$ cat src/rtl/nb_node_proc_seq.sv
// nb_node_proc_seq -- address sequencer for one LDPC decoder processing phase.
//
// A start pulse from the iteration controller launches a sweep of ROWS
// message-memory addresses. Each read is mirrored as a write-back PIPE cycles
// later, which models the processing pipeline. A one-cycle bank-wide finish
// pulse is raised once the last write-back has gone out. A variable-node
// sweep ends with finish_H and a check-node sweep ends with finish_P.
//
// Optional feature: define NB_PROC_ERR_EN to add the sticky proto_err output.
// proto_err flags start pulses that were ignored, or value/check starts that
// arrived together.
//
// Handshake: value_start and check_start are fire-and-forget pulses. They are
// accepted only when the sequencer is idle, and reset overrides them. No
// back-pressure exists. rd_en/wr_en are single-cycle strobes, and the address
// buses read 0 whenever their strobe is low.
//
// Ports:
//   clk, reset          rising-edge clock, synchronous active-high reset
//   value_start         pulse: start variable-node phase
//   check_start         pulse: start check-node phase (wins over value_start)
//   first_iter_flag     sampled with check_start, drives llr_sel
//   rd_en, rd_addr      read strobe / address (0..ROWS-1)
//   wr_en, wr_addr      write-back strobe / address, rd delayed PIPE cycles
//   phase               0 variable-node, 1 check-node (valid while busy)
//   llr_sel             latched first_iter_flag for a check phase, else 0
//   busy                high from the cycle after accept through the finish pulse
//   finish_H, finish_P  end-of-phase pulses for the H and P banks
//   proto_err           (NB_PROC_ERR_EN only) sticky protocol-violation flag
module nb_node_proc_seq #(
  parameter int ROWS = 100,
  parameter int PIPE = 4
) (
  input  logic       clk,
  input  logic       reset,
  input  logic       value_start,
  input  logic       check_start,
  input  logic       first_iter_flag,
  output logic       rd_en,
  output logic [6:0] rd_addr,
  output logic       wr_en,
  output logic [6:0] wr_addr,
  output logic       phase,
  output logic       llr_sel,
  output logic       busy,
  output logic [9:0] finish_H,
`ifdef NB_PROC_ERR_EN
  output logic       proto_err,
`endif
  output logic [4:0] finish_P
);

  typedef enum logic [1:0] {IDLE, RUN, DRAIN, DONE} state_t;

  // state is kept as a plain named signal so that checkers can bind to it.
  state_t     state;
  logic [6:0] cnt;
  logic [3:0] dcnt;
  logic       start_any;

  // Write-back delay line. Each stage holds the strobe and address of one read.
  logic       pipe_en   [PIPE];
  logic [6:0] pipe_addr [PIPE];

  assign start_any = value_start | check_start;
  assign wr_en     = pipe_en[PIPE-1];
  assign wr_addr   = pipe_addr[PIPE-1];

  always_ff @(posedge clk) begin
    if (reset) begin
      state    <= IDLE;
      cnt      <= '0;
      dcnt     <= '0;
      rd_en    <= 1'b0;
      rd_addr  <= '0;
      phase    <= 1'b0;
      llr_sel  <= 1'b0;
      busy     <= 1'b0;
      finish_H <= '0;
      finish_P <= '0;
    end else begin
      rd_en    <= 1'b0;
      rd_addr  <= '0;
      finish_H <= '0;
      finish_P <= '0;
      case (state)
        IDLE: begin
          busy <= 1'b0;
          if (start_any) begin
            state   <= RUN;
            // check_start has priority when both starts arrive together.
            phase   <= check_start;
            llr_sel <= check_start & first_iter_flag;
            cnt     <= '0;
          end
        end
        RUN: begin
          busy    <= 1'b1;
          rd_en   <= 1'b1;
          rd_addr <= cnt;
          // The counter parks at ROWS-1 and never wraps.
          if (cnt == 7'(ROWS - 1)) begin
            state <= DRAIN;
            dcnt  <= '0;
          end else begin
            cnt <= cnt + 7'd1;
          end
        end
        DRAIN: begin
          // Wait PIPE cycles so that the last read reaches the write-back port.
          busy <= 1'b1;
          if (dcnt == 4'(PIPE - 1)) state <= DONE;
          else                      dcnt  <= dcnt + 4'd1;
        end
        DONE: begin
          // The finish pulse goes out in the cycle after the last write-back.
          // The next edge returns to IDLE, so a start can be taken at once.
          busy     <= 1'b1;
          finish_H <= {10{~phase}};
          finish_P <= {5{phase}};
          state    <= IDLE;
        end
        default: state <= IDLE;
      endcase
    end
  end

  always_ff @(posedge clk) begin
    if (reset) begin
      for (int i = 0; i < PIPE; i++) begin
        pipe_en[i]   <= 1'b0;
        pipe_addr[i] <= '0;
      end
    end else begin
      pipe_en[0]   <= rd_en;
      pipe_addr[0] <= rd_addr;
      for (int i = 1; i < PIPE; i++) begin
        pipe_en[i]   <= pipe_en[i-1];
        pipe_addr[i] <= pipe_addr[i-1];
      end
    end
  end

`ifdef NB_PROC_ERR_EN
  always_ff @(posedge clk) begin
    if (reset) begin
      proto_err <= 1'b0;
    end else if (start_any && ((state != IDLE) || (value_start && check_start))) begin
      proto_err <= 1'b1;
    end
  end
`endif

endmodule

$ cat config.mk
export PLATFORM = sky130hd
export DESIGN_NAME = nb_node_proc_seq
export DESIGN_NICKNAME = d
export VERILOG_FILES = /design/src/rtl/nb_node_proc_seq.sv
export SDC_FILE = /design/constraint.sdc
export NUM_CORES = 1
export LEC_CHECK = 0
export ABC_AREA = 0
export CAP_MARGIN = 40
export CORE_MARGIN = 2
export CORE_UTILIZATION = 30
export CTS_CLUSTER_DIAMETER = 60
export DETAILED_ROUTE_END_ITERATION = 7
export GPL_ROUTABILITY_DRIVEN = 0
export GPL_TIMING_DRIVEN = 0
export HOLD_SLACK_MARGIN = 0.02
export PLACE_DENSITY_LB_ADDON = 0.3
export SLEW_MARGIN = 5
export SYNTH_ARGS = -nofsm -noshare
export SYNTH_HDL_FRONTEND = slang
export SYNTH_SLANG_ARGS = --single-unit
$ cat constraint.sdc
create_clock -name clk -period 4.1 [get_ports clk]
set_input_delay 0.82 -clock clk [delete_from_list [all_inputs] [get_ports clk]]
set_output_delay 0.82 -clock clk [all_outputs]
set_load 0.05 [all_outputs]
## Yosys cells after proc, flatten, opt, wreduce, memory -nomap -nowiden

Memory sizes are Yosys's and may differ from the RTL's.
Cells that the tools add are included.

| word-level totals | value |
|---|---|
| register bits | 26 |
| memory bits (writable) | 32 |
| input port bits | 5 |
| output and inout port bits | 34 |
| logic and storage cells | 70 |
| memories | 2 |

| cells by class | value |
|---|---|
| add/sub/neg operators | 2 |
| equal/unequal tests | 10 |
| muxes and demuxes | 23 |
| bitwise gates (word level) | 13 |
| reductions and logical operators | 10 |

Memory list:

| name | words | bits a word | rd ports | clocked after memory_dff | wr ports | RTL line | text |
|---|---|---|---|---|---|---|---|
| pipe_addr | 4 | 7 | 4 | 0 | 4 | 63 | `logic [6:0] pipe_addr [PIPE];` |
| pipe_en | 4 | 1 | 4 | 0 | 4 | 62 | `logic pipe_en [PIPE];` |

Operators with widths:

| kind | count |
|---|---|
| two-way mux 7 bit | 6 |
| one-hot mux 7 bit (2 select lines) | 1 |
| != test 2 bit, second input constant | 5 |
| bitwise OR 1 bit | 9 |
| AND reduction 3 bit | 3 |
| two-way mux 1 bit | 8 |
| two-way mux 4 bit | 2 |
| one-hot mux 2 bit (4 select lines) | 1 |
| one-hot mux 4 bit (2 select lines) | 1 |
| adder 7 x 1 -> 7 bit, second input constant | 1 |
| equality test 7 bit, second input constant | 1 |
| two-way mux 2 bit | 3 |
| adder 4 x 1 -> 4 bit, second input constant | 1 |
| equality test 2 bit, second input constant | 2 |
| equality test 4 x 2 -> 1 bit, second input constant | 1 |
| nonzero test 2 bit | 2 |
| OR reduction 2 bit | 2 |
| NOT 1 bit | 3 |
| OR reduction 3 bit | 1 |
| equality test 2 x 1 -> 1 bit, second input constant | 1 |
| zero test 2 bit | 1 |
| one-hot mux 1 bit (2 select lines) | 1 |
| AND reduction 2 bit | 1 |
| bitwise AND 1 bit | 1 |

## Depth between registers and ports, before layout

| depth | value |
|---|---|
| depth after elaboration | 3 |
| mapped depth | 7 |
| gate-level depth less buffers | 6 |

## Worst setup path after synthesis

OpenSTA, ideal clock, no wires.

| timing path | value |
|---|---|
| path kind | reg2out |
| start | register, netlist name finish_H[0] |
| end | output port finish_H[1] |
| data arrival time | 1.051 ns |
| required time | 3.280 ns |
| setup slack | 2.229 ns |
| stages on the path, launching flop included | 2 |
| path buffers | 1 |
| cell sequence | dfxtp_1 > buf_4 |

RTL lines:

| item | RTL line | text |
|---|---|---|
| end, declared | 46 | `output logic [9:0] finish_H,` |

No word-level cell between the ends.

## Worst setup path in the final report

| timing path | value |
|---|---|
| start | register, netlist name finish_H[0] |
| end | output port finish_H[3] |

No word-level cell between the ends.

==> flow_summary.toml <==
[global_route]
antenna_found_initial = 0
grt_pass1_vias = 1387
grt.overflow.total = 0
grt_pass1_wl_mm = 6.33
grt_max_degree = 12
grt_usage_pct = 10.9

[clock_tree]
cts_buffer_depth = 2
cts-buffers-inserted = 9
clk_latency_ps = 340
cts_tree = "yes"
cts_setup_buffers = 0
cts-resized-gates = 0
cts-root-buf = "clkbuf_8"
cts.hold.buffers_added = 0
clk_pin_slew_ps = 70
cts_max_level = 3
cts_sinks = 58

[power_and_ir_drop]
totalPowerFinal_mw = 1.49
p_seq_share_pct = 41.5
p_clk_share_pct = 34.2
switchingPower_uw = 480
comb_power_share_pct = 24.3
powerDensity_nw_per_um2 = 515
p_int_mw = 1.01
switching_share_pct = 32.2
ir_worst_vdd_v = 0.000178
p_leak_nw = 1.09

[sta]
holdWs_ps = 434
max_freq_mhz = 381
setup_ws_ps = 1480
setup-violations-final = 0
period_needed_ps = 2620
rsz0062_at_grt = "no"
finalSetupTns_ps = 0
finalClockSkew_ps = 6.35
slew_viol_final = 0
maxSlewHeadroom_pct = 65.9
tightest_slew_ps = 512
hold_violations = 0
fin_crit_sh_pct = 64.0

[drt]
ant_nets = 0
num_vias = 1503
drtIter0Drc = 34
routed_wl_mm = 3.88
drcViolationCount = 0
drt-vias-per-instance = 4.15
route.detailed.wl_per_inst_um = 10.7
drtPass1Iterations = 4

[critical_path]
path_cells = "buf_4, clkdlybuf4s50_1"
cp_max_fo = 10
cpPeakStageDelay_ps = 790
crit_required_ps = 3280
slowest_stage = "clkdlybuf4s50_1"
crit_path_end_kind = "output pin"
crit_type = "flop to output pin"
cp.arrival_ps = 1800
critPathLaunchType = "flop"
critPathTopFamily = "buffers and inverters"
critical_path_buf_inv_count = 2

[layout]
area_delta_synth_final_pct = 31.8
drive_above_1_share_pct = 18.6
antenna_cells = 0
final_nets = 270
stdcell_area_sq_um = 2890

[place]
placed_cell_area_sq_um = 2700
port_buffers = 38
place_hpwl_mm = 2.68
pre_cts_ws_ps = 1710

[logic_synthesis]
syn_area_sq_um = 2200
synthTopCellsByCount = "dfxtp_1 (58), nor2b_1 (35), buf_4 (20), a21oi_1 (11)"
syn_nets = 221
syn_inst = 209
synth_xor_area_share_pct = 0
yosys.area.top_type = "dfxtp_1"
muxShareOfSynthArea_pct = 0.456
synth_top_family_by_area = "simple AND/OR/NAND/NOR gates"
ys_ff_latch = 58
synth.top_cell.area_share_pct = 52.9
yosysWarnings = 0
synthFlopType = "dfxtp_1"
synth-adder-area-share_pct = 3.99
synth-edff-count = 0
seq_area_frac_synth_pct = 52.9
synth-simple-area-share_pct = 21.5
async_reset_ff_share_pct = 0
synth_compound_area_share_pct = 12.0
post-synth-top-count-cell = "dfxtp_1"
yosysUniqueCellTypes = 39
synth_area_leaders = "dfxtp_1 (53%), nor2b_1 (10%), buf_4 (6.8%), ha_1 (4.0%), a21oi_1 (2.5%)"
syn-mean-instance-area_sq_um = 10.5

[floorplan]
coreArea_sq_um = 7180
die_width_um = 89.6
fp-row-count = 31
start_util_pct = 30.6
dieArea_sq_um = 8020
io_pins = 39
die_h_um = 89.6

[min_path]
hold_class = "flop to flop"

[run_status]
outcome = "finished clean"

[run]
maxCapViolations = 0
## final cells by class
cell class,instances,area [sq um]
Clock inverter,7,70.1
Sequential cell,58,1160
Inverter,5,18.8
Clock buffer,9,124
Multi-Input combinational cell,118,833
Tap cell,99,124
Timing Repair Buffer,38,380
Buffer,28,183
Fill cell,689,4280
## logic make-up after synthesis
| logic type | count (synthesis) |
|---|---|
| buffers and inverters | 33 |
| flip-flops | 58 |
| multiplexers | 1 |
| AO/OA/AOI/OAI | 33 |
| adder cells (fa/ha/maj) | 7 |
| AND/OR/NAND/NOR | 77 |
## power groups by stage
stage                     sequential [mW]  clock, mW  combinational [mW]
final                               0.619      0.510               0.362
after global placement              0.632          0               0.358
after global routing                0.623      0.553               0.396
after detailed placement            0.632          0               0.363
after CTS                           0.619      0.524               0.364
after floorplan                     0.672          0               0.225
## routing by layer
| metal | global-route usage, % | wire, um | vias up |
|---|---|---|---|
| li1 | - | - | 788 |
| met1 | 12.2 | 1730 | 685 |
| met2 | 16.4 | 1880 | 22 |
| met3 | 6.19 | 184 | 8 |
| met4 | 5.97 | 86 | 0 |
| met5 | 0 | 0 | - |
## stage by stage
step / util, % / cells
final: 40.3 / 362
after CTS: 40.3 / 362
after global routing: 40.3 / 362
after detailed placement: 37.6 / 346
after global placement: 37.6 / 346
after floorplan: - / 209
## state kept, by name, indices dropped and copies added (netlist names)
name and count:
rd_addr 7, phase 1, finish_H 1, llr_sel 1
pipe_en 4, pipe_addr 28, busy 1, state 2
dcnt 4, cnt 7, finish_P 1, rd_en 1
## layout by cell type (no fill, tap or decap), types with 5 or more instances in the layout
cell type | synthesis | routed
ha_1 | 7 | 7
and2_1 | 7 | 7
nand2_1 | 6 | 6
dfxtp_1 | 58 | 58
clkbuf_1 | 6 | 6
a21oi_1 | 11 | 11
nor2b_1 | 35 | 35
inv_1 | 5 | 5
nor2_1 | 5 | 5
buf_4 | 20 | 20
clkbuf_8 | 0 | 9
clkdlybuf4s50_1 | 0 | 38
## final timing paths
path	start	end	slack, ps	cells past startpoint
max	finish_H[0]	finish_H[3]	1480	2
min	pipe_addr[0][15]	pipe_addr[0][22]	430	1
max reg2reg	state[0]	cnt[6]	2210	6
min reg2reg	pipe_addr[0][15]	pipe_addr[0][22]	430	1
(Power assumes the default switching activity.)
